[config.mk]
export PLATFORM = sky130hd
export DESIGN_NAME = pipe_addsub
export DESIGN_NICKNAME = d
export VERILOG_FILES = /design/src/rtl/pipe_addsub.sv
export SDC_FILE = /design/constraint.sdc
export NUM_CORES = 1
export LEC_CHECK = 0
export BUFFER_PORTS_ARGS = -buffer_cell sky130_fd_sc_hd__buf_2
export CAP_MARGIN = 5
export CORE_MARGIN = 2
export CORE_UTILIZATION = 50
export CTS_CLUSTER_DIAMETER = 120
export CTS_CLUSTER_SIZE = 14
export DETAILED_ROUTE_END_ITERATION = 10
export PLACE_DENSITY_LB_ADDON = 0.08
export SLEW_MARGIN = 10
export SYNTH_ARGS = -nofsm -noshare
export SYNTH_HDL_FRONTEND = slang
export SYNTH_SLANG_ARGS = --single-unit
[constraint.sdc]
create_clock -name clk -period 12.85 [get_ports clk]
set_clock_uncertainty 0.1 [all_clocks]
set_input_delay 1.9275 -clock clk [delete_from_list [all_inputs] [get_ports clk]]
set_output_delay 1.9275 -clock clk [all_outputs]
set_load 0.01 [all_outputs]
[src/rtl/pipe_addsub.sv]
// pipe_addsub: pipelined WIDTH-bit adder/subtractor with ALU flags.
// The operation is cut into STAGES carry-chained segments of SEG bits. Each
// segment is a small carry-lookahead add. A register sits after every segment.
// A single advance signal (adv) moves the whole pipeline forward together.
// Upper operand bits travel alongside the partial sum until their segment is added.
module pipe_addsub #(
    parameter int WIDTH  = 32,
    parameter int STAGES = 2
) (
    input  logic             clk,
    input  logic             rst,
    input  logic             in_valid,
    output logic             in_ready,
    input  logic [WIDTH-1:0] A,
    input  logic [WIDTH-1:0] B,
    input  logic             SUB,
    output logic             out_valid,
    input  logic             out_ready,
    output logic [WIDTH-1:0] S,
    output logic             Cout,
    output logic             V,
    output logic             Z,
    output logic             N
);

    localparam int SEG = WIDTH / STAGES;
    // Operand-forwarding registers exist only between segments.
    localparam int NF  = (STAGES > 1) ? STAGES - 1 : 1;

    logic [STAGES-1:0]            vld_pipe;
    logic [STAGES-1:0]            vin;
    logic [STAGES-1:0][WIDTH-1:0] s_q, s_d;
    logic [STAGES-1:0]            c_q, c_d;
    logic [NF-1:0][WIDTH-1:0]     fa_q, fa_d;
    logic [NF-1:0][WIDTH-1:0]     fb_q, fb_d;
    logic                         v_q, z_q, n_q;
    logic                         v_d, z_d, n_d;
    logic                         adv;

    // SEG-bit generate/propagate add.
    // The result is {carry into segment MSB, carry out, sum}.
    function automatic logic [SEG+1:0] cla_seg(input logic [SEG-1:0] x,
                                               input logic [SEG-1:0] y,
                                               input logic           ci);
        logic [SEG-1:0] g;
        logic [SEG-1:0] p;
        logic [SEG:0]   c;
        g    = x & y;
        p    = x ^ y;
        c    = '0;
        c[0] = ci;
        for (int i = 0; i < SEG; i++) begin
            c[i+1] = g[i] | (p[i] & c[i]);
        end
        return {c[SEG-1], c[SEG], p ^ c[SEG-1:0]};
    endfunction

    // The pipeline moves only when the output slot is empty or is being drained.
    always_comb begin
        adv = ~vld_pipe[STAGES-1] | out_ready;
    end

    assign in_ready  = adv;
    assign out_valid = vld_pipe[STAGES-1];
    assign S         = s_q[STAGES-1];
    assign Cout      = c_q[STAGES-1];
    assign V         = v_q;
    assign Z         = z_q;
    assign N         = n_q;

    // Per-segment datapath.
    // Stage 0 takes the raw operands. Stage k takes what stage k-1 registered.
    // Consumed operand segments are zeroed so they do not travel further.
    always_comb begin
        logic [WIDTH-1:0] cur_a;
        logic [WIDTH-1:0] cur_b;
        logic [WIDTH-1:0] cur_s;
        logic             cur_c;
        logic [SEG+1:0]   r;
        s_d   = '0;
        c_d   = '0;
        fa_d  = '0;
        fb_d  = '0;
        vin   = '0;
        v_d   = 1'b0;
        z_d   = 1'b0;
        n_d   = 1'b0;
        cur_a = '0;
        cur_b = '0;
        cur_s = '0;
        cur_c = 1'b0;
        r     = '0;
        for (int k = 0; k < STAGES; k++) begin
            if (k == 0) begin
                cur_a  = A;
                cur_b  = SUB ? ~B : B;
                cur_s  = '0;
                cur_c  = SUB;
                vin[0] = in_valid;
            end else begin
                cur_a  = fa_q[k-1];
                cur_b  = fb_q[k-1];
                cur_s  = s_q[k-1];
                cur_c  = c_q[k-1];
                vin[k] = vld_pipe[k-1];
            end
            r                    = cla_seg(cur_a[k*SEG +: SEG], cur_b[k*SEG +: SEG], cur_c);
            s_d[k]               = cur_s;
            s_d[k][k*SEG +: SEG] = r[SEG-1:0];
            c_d[k]               = r[SEG];
            if (k < STAGES - 1) begin
                fa_d[k]               = cur_a;
                fa_d[k][k*SEG +: SEG] = '0;
                fb_d[k]               = cur_b;
                fb_d[k][k*SEG +: SEG] = '0;
            end else begin
                // The last segment holds the MSB. Overflow is carry-in XOR carry-out there.
                v_d = r[SEG+1] ^ r[SEG];
                z_d = ~|s_d[k];
                n_d = s_d[k][WIDTH-1];
            end
        end
    end

    // Stage registers.
    // Valid bits shift on every advance. Data loads only with a valid op.
    // This keeps the outputs steady while bubbles pass through.
    always_ff @(posedge clk or posedge rst) begin
        if (rst) begin
            vld_pipe <= '0;
            s_q      <= '0;
            c_q      <= '0;
            fa_q     <= '0;
            fb_q     <= '0;
            v_q      <= 1'b0;
            z_q      <= 1'b0;
            n_q      <= 1'b0;
        end else if (adv) begin
            vld_pipe <= vin;
            for (int k = 0; k < STAGES; k++) begin
                if (vin[k]) begin
                    s_q[k] <= s_d[k];
                    c_q[k] <= c_d[k];
                end
            end
            for (int k = 0; k < STAGES - 1; k++) begin
                if (vin[k]) begin
                    fa_q[k] <= fa_d[k];
                    fb_q[k] <= fb_d[k];
                end
            end
            if (vin[STAGES-1]) begin
                v_q <= v_d;
                z_q <= z_d;
                n_q <= n_d;
            end
        end
    end

endmodule

; Word level (Yosys, flattened, before mapping)
; Index checks and enable logic that the tools add are counted.
[totals]
reg_bits = 87
latch_bits = 0
ramBits = 0
romBits = 0
inputBits = 69
word_cells = 89
n_memories = 0
[classes]
add_sub_neg = 0
multipliers = 0
div = 0
n_lt_le_gt_ge = 0
n_eq_ne = 0
shifts = 0
mux = 1
bitwise = 74
reduce_logical = 4
[op_table]
columns = cell, n
row1 = XOR 16 bit, 4
row2 = OR 1 bit, 33
row3 = AND 1 bit, 32
row4 = AND 16 bit, 2
row5 = 2-to-1 mux 32 bit, 1
row6 = inverter 32 bit, 1
row7 = OR reduction 32 bit, 1
row8 = AND reduction 2 bit, 2
row9 = zero test 1 bit, 1
row10 = inverter 1 bit, 1
row11 = XOR 1 bit, 1

; Longest topological paths before layout
; Gate-level depths: netlist of the first run.
[logic_depth]
word_depth = 35
ltp_mapped = 22
depth_no_buf = 22

; Least setup slack after synthesis of the first run
; No wires, ideal clock.
[synth_path]
kind = in2reg
startpoint = input SUB
endpoint = register s_q, in the netlist s_d[47]
setup_ps = 125
arrival_ps = 9064
required_time_ps = 12625
setup_slack_ps = 3561
cell_stages = 20
n_path_buf = 2
path_cell_list = clkbuf_1 -> buf_2 -> mux2i_1 -> fa_1 -> fa_1 -> fa_1 -> fa_1 -> fa_1 -> fa_1 -> fa_1 -> fa_1 -> fa_1 -> fa_1 -> fa_1 -> fa_1 -> fa_1 -> fa_1 -> inv_1 -> fa_1 -> mux2_4
[synth_lines]
columns = element, line_no
row1 = "start, declared", 16  ; input logic SUB,
row2 = "end signal, assigned by index", 142  ; s_q[k] <= s_d[k];
row3 = "end, declared", 32  ; logic [STAGES-1:0][WIDTH-1:0] s_q, s_d;

==> results of run 1 <==
[per-layer routing]
metal  share of wire  track usage  vias up  wire (µm)
met4           0.011       0.0556        0         97
li1                -            -     1328          -
met3           0.041       0.0417        9        362
met1            0.47        0.290     1406       4210
met2            0.48        0.312       70       4250
met5               0            0        -          0
[logic make-up (layout without fill, tap and decap cells)]
family | after synthesis | after routing | synth area share
simple gates | 19 | 19 | 0.0297
xor+xnor | 33 | 33 | 0.0659
mux | 46 | 46 | 0.129
buf+inv | 47 | 149 | 0.0570
compound gates | 74 | 74 | 0.0864
flops | 86 | 86 | 0.491
fa+ha+maj | 31 | 31 | 0.141
[cell usage in the layout, fill, tap and decap left out, drive strengths merged]
cell        n
a21o        1
a21oi      58
and2        1
buf       108
bufinv      1
clkbuf     11
clkinv      3
clkinvlp    2
dfrtp      86
fa         31
inv        24
mux2       45
mux2i       1
nand2       2
nand3       5
nand4       2
nor2b       1
nor4        6
nor4b       2
o21ai      14
o31ai       1
xnor2      29
xor2        4
[area by class of cell]
| cell class | instances | area, µm² | share of cell area |
|---|---|---|---|
| Sequential cell | 86 | 2150 | 0.421 |
| Clock buffer | 11 | 141 | 0.0277 |
| Timing Repair Buffer | 108 | 546 | 0.107 |
| Multi-Input combinational cell | 203 | 1980 | 0.388 |
| Inverter | 25 | 95.1 | 0.0186 |
| Clock inverter | 5 | 58.8 | 0.0115 |
| Tap cell | 108 | 135 | 0.0264 |
[power by group]
part           internal, W  total [W]  switching, W
Sequential        0.000358   0.000413     0.0000543
Combinational     0.000161   0.000318      0.000156
Clock            0.0000953   0.000191     0.0000960
[registers in the layout, summed over array words and instances, names as in the netlist]
| signal | flops |
|---|---|
| Z | 1 |
| V | 1 |
| fa_q | 16 |
| fb_q | 16 |
| vld_pipe | 2 |
| c_q | 2 |
| s_d | 16 |
| S | 32 |
[worst register-to-register path, cell delays in order (launching register included)]
cell and delay, ns:
dfrtp_1 0.36, inv_1 0.11, fa_1 0.19, inv_1 0.05, fa_1 0.37, fa_1 0.39
fa_1 0.40, fa_1 0.40, fa_1 0.43, fa_1 0.42, fa_1 0.42, fa_1 0.42
fa_1 0.40, fa_1 0.40, fa_1 0.39, fa_1 0.39, fa_1 0.39, fa_1 0.42
inv_1 0.08, fa_1 0.18, nor4b_1 0.37, nand4_1 0.18, o31ai_1 0.26
[path summary, 6_finish.rpt]
| check | endpoint | slack, ns | depth (start not counted) |
|---|---|---|---|
| setup / recovery | s_d[47] | 3.59 | 20 |
| hold / removal | S[18] | 0.40 | 1 |
| setup reg to reg | Z | 5.24 | 22 |
| hold reg to reg | S[18] | 0.40 | 1 |
| max in group asynchronous | fb_q[29] | 10.09 | 3 |
| min in group asynchronous | fb_q[19] | 1.77 | 3 |
[per-stage QoR]
| stage | cells | setup slack [ns] | power (W) | hold slack, ns | instance area [µm²] |
|---|---|---|---|---|---|
| finish | 546 | 3.59 | 0.000921 | 0.403 | 5110 |
| global route | 546 | 3.25 | 0.000988 | 0.420 | 5110 |
| CTS | 546 | 3.52 | 0.000932 | 0.407 | 5110 |
| detailed placement | 530 | 3.16 | 0.000740 | 0.387 | 4910 |
| global placement | 530 | 3.29 | 0.000730 | 0.384 | 4910 |
| floorplan | 336 | 3.56 | 0.000622 | 0.402 | 4390 |
==> reports/results.ini, run 1 <==
[drt]
drt.antenna.violating_nets = 0
number_of_drc_markers_after_the_initial_detailed_route_iteration = 104
wire_per_inst_um = 16.3
wirelength_um = 8920
post_drt_via_cell_ratio = 5.15
via_count = 2813
remaining_drc_errors = 0
number_of_iterations_in_the_first_detailed_routing_pass = 4

[power]
p_leak_nw = 2.30
vdd.ir_drop.worst_mv = 0.0829
pwr_density_cell_mw_per_mm2 = 180

[yosys]
synthCells = 336
asyncSetResetFlopFracSynth = 1.00
most_frequent_cell_after_synthesis = dfrtp_1
number_of_warning_messages_in_the_yosys_log = 0
synthDominantAreaCellType = dfrtp_1
synthesis_stage_register_bit_count = 86
synth_seq_area_share = 0.491
mapped_cell_area_mm2 = 0.00439
synth_top_cell_area_share = 0.491
yosys-top-cells-area = dfrtp_1 49%, fa_1 14%, mux2_2 8.2%
synthDistinctLibCells = 27
most_used_dff_post_synth = dfrtp_1
edff_count_synth = 0
mean_post_synth_cell_area_um2 = 13.1
syn-num-nets = 436
synth_top_cells_by_count = 86 x dfrtp_1, 57 x a21oi_1, 32 x mux2_2

[hold_path]
min_from = S[18]
hp-class = flop to flop

[timing]
final_max_slew_viol_count = 0
fin_crit_sh = 0.721
hold_viol_final = 0
rsz0062_at_grt = false
timing.final.setup_violations = 0
tightestPinTransition_ns = 1.13
timing.max_slew.rel_slack = 0.250
sum_neg_setup_slack_ns = 0
fmax_ghz = 0.108
finalWorstPathRequiredPeriod_ns = 9.26

[critical_path]
cp-end-kind = flop
crit_fanout = 32
cp-startpoint = SUB
cpMaxStageDelayCell = buf_4
startpoint_type = primary input
critical_path.top_delay_family = adder cells
max_stage_delay_ns = 0.45
worstPathCellList = buf_2 -> buf_4 -> mux2i_1 -> fa_1 -> fa_1 -> fa_1 -> fa_1 -> fa_1 -> fa_1 -> fa_1 -> fa_1 -> fa_1 -> fa_1 -> fa_1 -> fa_1 -> fa_1 -> fa_1 -> inv_1 -> fa_1 -> mux2_4
critical-path-top-cell-by-count = fa_1
worstReg2RegStart = c_q[0]
worstPathRequired_ns = 12.98
crit_arrival_ns = 9.39
critical_path_class = primary input to flop
crit_path_buffers_inverters = 3

[cells_and_area]
layout_area_growth_over_synthesis_pct = 16.5
inserted_diodes = 0
layout.core_utilization = 0.595
design.final.nets = 533
num-fill-cells = 756
layout-drive-gt1-share = 0.397

[grt]
antenna_violations_before_repair = 0
largest_net_degree_at_the_start_of_global_routing = 87
gr-usage-all-layers = 0.201
grt_pass1_vias = 2955
grt.overflow.total = 0
grt_first_pass_wirelength_um = 15100

[die]
floorplan.initialDensity = 0.510
io-pin-count = 107
num_rows = 34
core_area_mm2 = 0.00859
die_h_um = 97.7
chip_width_um = 97.7
die-area_mm2 = 0.00954

[clock_network]
cts_sinks = 86
tritoncts_buffers = 9
htreeDepth = 3
cts.hold.buffers_added = 0
clock_tree.root_cell = clkbuf_8
cts_repair_resize_count = 0
clkTransAtPathRegs_ns = 0.09
clock_insertion_delay_worst_skew_ns = 0.35
cts_tree = yes
clockBufferDepth = 2
postCtsSetupBuffers = 0

[placement]
hpwlAfterDp_um = 5930
io_buffers = 106
place_congestion = 0.749

[run_status]
status = completed

[run]
cap_violations = 0

(Power assumes the default switching activity.)
==> inputs of run 2 (changes only) <==
- ABC_AREA: not set -> 1
- clock period: 12.85 -> 9.3 ns (I/O delays scaled with it)
==> reports/results.ini, run 2 <==
[clock_network]
cts.hold.buffers_added = 0  ; unchanged
cts_repair_resize_count = 0  ; unchanged
clock_insertion_delay_worst_skew_ns = 0.35  ; about the same
htreeDepth = 3  ; unchanged
clock_tree.root_cell = clkbuf_8
tritoncts_buffers = 9  ; unchanged
postCtsSetupBuffers = 0  ; unchanged
clockBufferDepth = 2  ; unchanged
cts_tree = yes
cts_sinks = 86  ; unchanged
clkTransAtPathRegs_ns = 0.08  ; about the same

[yosys]
asyncSetResetFlopFracSynth = 1.00  ; unchanged
synth_top_cells_by_count = 162 x nand2_1, 86 x dfrtp_1, 39 x o21ai_0
mean_post_synth_cell_area_um2 = 9.77  ; -25%
most_used_dff_post_synth = dfrtp_1
largest_family_of_logic_cells_by_synthesized_area = simple AND/OR/NAND/NOR gates
yosys-top-cells-area = dfrtp_1 49%, fa_1 14%, nand2_1 14%
mapped_cell_area_mm2 = 0.00435  ; -0.86%
most_frequent_cell_after_synthesis = nand2_1
adder_cell_share_of_the_synthesized_area = 0.143  ; +0.00122
synthSimpleGateAreaFrac = 0.170  ; +0.140
edff_count_synth = 0  ; unchanged
post_synth_xor_area_fraction = 0.0665  ; +0.000569
synth_seq_area_share = 0.495  ; +0.00423
syn-num-nets = 545  ; +25%
synth_top_cell_area_share = 0.495  ; +0.00423
synthesis_stage_register_bit_count = 86  ; unchanged
synthDistinctLibCells = 19  ; -30%
synthCells = 445  ; +32%
muxShareOfSynthArea = 0.00230  ; -0.127
number_of_warning_messages_in_the_yosys_log = 0  ; unchanged
synthDominantAreaCellType = dfrtp_1
synth-compound-area-share = 0.0581  ; -0.0283

[timing]
tightestPinTransition_ns = 0.733  ; -0.392 ns
timing.final.setup_violations = 0  ; unchanged
timing.max_slew.rel_slack = 0.511  ; +0.261
fmax_ghz = 0.123
hold_viol_final = 0  ; unchanged
fin_crit_sh = 0.876
rsz0062_at_grt = false
final_max_slew_viol_count = 0  ; unchanged
sum_neg_setup_slack_ns = 0  ; unchanged
finalWorstPathRequiredPeriod_ns = 8.15

[grt]
grt_pass1_vias = 3095  ; +4.7%
gr-usage-all-layers = 0.194  ; -0.00749
grt.overflow.total = 0  ; unchanged
antenna_violations_before_repair = 0  ; unchanged
grt_first_pass_wirelength_um = 14600  ; -3.2%
largest_net_degree_at_the_start_of_global_routing = 80  ; -8.0%

[critical_path]
worstPathRequired_ns = 9.45  ; -3.53 ns
critical_path_class = primary input to flop
reg2reg_to = Z
startpoint_type = primary input
worstReg2RegStart = c_q[0]
setup_slack_reg_to_reg_ns = 2.03  ; -3.21 ns
cp-startpoint = SUB
endpoint = s_d[47]
crit_arrival_ns = 8.29  ; -1.10 ns
worst_r2r_path_depth = 23  ; +4.5%
cp-end-kind = flop
crit_fanout = 30  ; -6.3%

[power]
share_seq_of_total_power = 0.457  ; +0.009
power.clock.fraction = 0.231  ; +0.023
vdd.ir_drop.worst_mv = 0.106  ; +28%
netSwitchingFraction = 0.343  ; +0.00964
p_leak_nw = 2.66  ; +16%
switchingPower_w = 0.000413  ; +35%
power.share.combinational = 0.312  ; -0.033
pwr_density_cell_mw_per_mm2 = 237  ; +31%
int_pwr_w = 0.000793  ; +29%

[run]
cap_violations = 0  ; unchanged

[drt]
wire_per_inst_um = 13.0  ; -21%
remaining_drc_errors = 0  ; unchanged
via_count = 3050  ; +8.4%
number_of_iterations_in_the_first_detailed_routing_pass = 4  ; unchanged
number_of_drc_markers_after_the_initial_detailed_route_iteration = 156  ; +50%
drt.antenna.violating_nets = 0  ; unchanged
wirelength_um = 8480  ; -4.9%
post_drt_via_cell_ratio = 4.66  ; -9.6%

[cells_and_area]
layout_area_growth_over_synthesis_pct = 17.0
layout.core_utilization = 0.592  ; -0.00291
final_cell_mix = 162 x nand2_1, 106 x buf_2, 86 x dfrtp_1, 39 x o21ai_0, 33 x inv_1
largest_reg_flops = 32  ; unchanged
inserted_diodes = 0  ; unchanged
layout-drive-gt1-share = 0.241  ; -0.156
final_common_cell = nand2_1
num-fill-cells = 795  ; +5.2%
design.final.nets = 643  ; +21%

[hold_path]
hp-class = flop to flop

[die]
floorplan.initialDensity = 0.506  ; -0.00437
die-area_mm2 = 0.00946  ; -0.82%
core_area_mm2 = 0.00859  ; unchanged
io-pin-count = 107  ; unchanged
num_rows = 34  ; unchanged
die_h_um = 97.3  ; -0.41%
chip_width_um = 97.3  ; -0.41%

[run_status]
status = completed

[placement]
io_buffers = 106  ; unchanged
place_congestion = 0.785  ; +4.7%
hpwlAfterDp_um = 5870  ; -0.98%

## run 2: changes by cell type in the layout (fill, tap and decap cells not counted), sizes merged, moves of 6 or more
cell	previous run	this run
o21ai	14	46
inv	24	36
mux2	45	0
a21oi	58	0
nor2	0	19
nand2	2	165
nor4	6	0
## run 2: worst max-delay path, stage by stage
cell and delay [ns]:
buf_2 0.11, buf_4 0.45, xnor2_1 0.16, fa_1 0.40
fa_1 0.45, fa_1 0.43, fa_1 0.44, fa_1 0.44
fa_1 0.42, fa_1 0.44, fa_1 0.43, fa_1 0.43
fa_1 0.42, fa_1 0.43, fa_1 0.42, fa_1 0.39
inv_1 0.08, fa_1 0.41, nand2_1 0.07, nand2_1 0.05
## run 2: per-stage QoR
| step | total power [W] | setup slack (ns) | instances | instance area, µm² | hold WS [ns] |
|---|---|---|---|---|---|
| 2_1_floorplan | 0.000806 | 0.860 | 445 | 4350 | 0.353 |
| 3_3_place_gp | 0.000932 | 0.776 | 640 | 4880 | 0.357 |
| 3_5_place_dp | 0.000942 | 0.736 | 640 | 4880 | 0.360 |
| 4_1_cts | 0.00122 | 1.08 | 655 | 5090 | 0.381 |
| 5_1_grt | 0.00131 | 0.869 | 655 | 5090 | 0.390 |
| 6_report | 0.00121 | 1.15 | 655 | 5090 | 0.377 |
## run 2: cell type report
type | count | area (µm²) | share of cell area
clock buffer | 11 | 131 | 0.0258
timing repair buffer | 108 | 546 | 0.107
inverter | 37 | 140 | 0.0275
sequential | 86 | 2150 | 0.423
clock inverter | 4 | 72.6 | 0.0143
tap | 108 | 135 | 0.0266
multi-input combinational | 301 | 1910 | 0.376
## run 2: worst min-delay path by stage
stage,from,endpoint,cells after the start
2_1_floorplan,fb_q[16],fb_q[16],2
3_3_place_gp,S[12],S[12],2
3_5_place_dp,S[7],S[7],2
4_1_cts,S[8],S[8],2
5_1_grt,S[7],S[7],2
6_report,S[12],S[12],2
## run 2: logic make-up after synthesis
kind of cell / after synthesis
AND/OR/NAND/NOR: 189
flip-flops: 86
buffers and inverters: 58
AO/OA/AOI/OAI: 47
XOR/XNOR: 33
adder cells (fa/ha/maj): 31
multiplexers: 1
## run 2: power groups by stage
| stage | Combinational [W] | Clock [W] | Sequential (W) |
|---|---|---|---|
| finish | 0.000376 | 0.000278 | 0.000551 |
| floorplan | 0.000226 | 0 | 0.000581 |
| global placement | 0.000375 | 0 | 0.000557 |
| CTS | 0.000385 | 0.000285 | 0.000552 |
| detailed placement | 0.000384 | 0 | 0.000558 |
| global route | 0.000438 | 0.000302 | 0.000567 |
## run 2: layer usage
layer / global-route usage / vias to the layer above / routed length, µm
met5: 0 / - / 0
met4: 0.0780 / 0 / 126
met3: 0.0338 / 11 / 381
met2: 0.310 / 70 / 3990
met1: 0.266 / 1425 / 3990
li1: - / 1544 / -
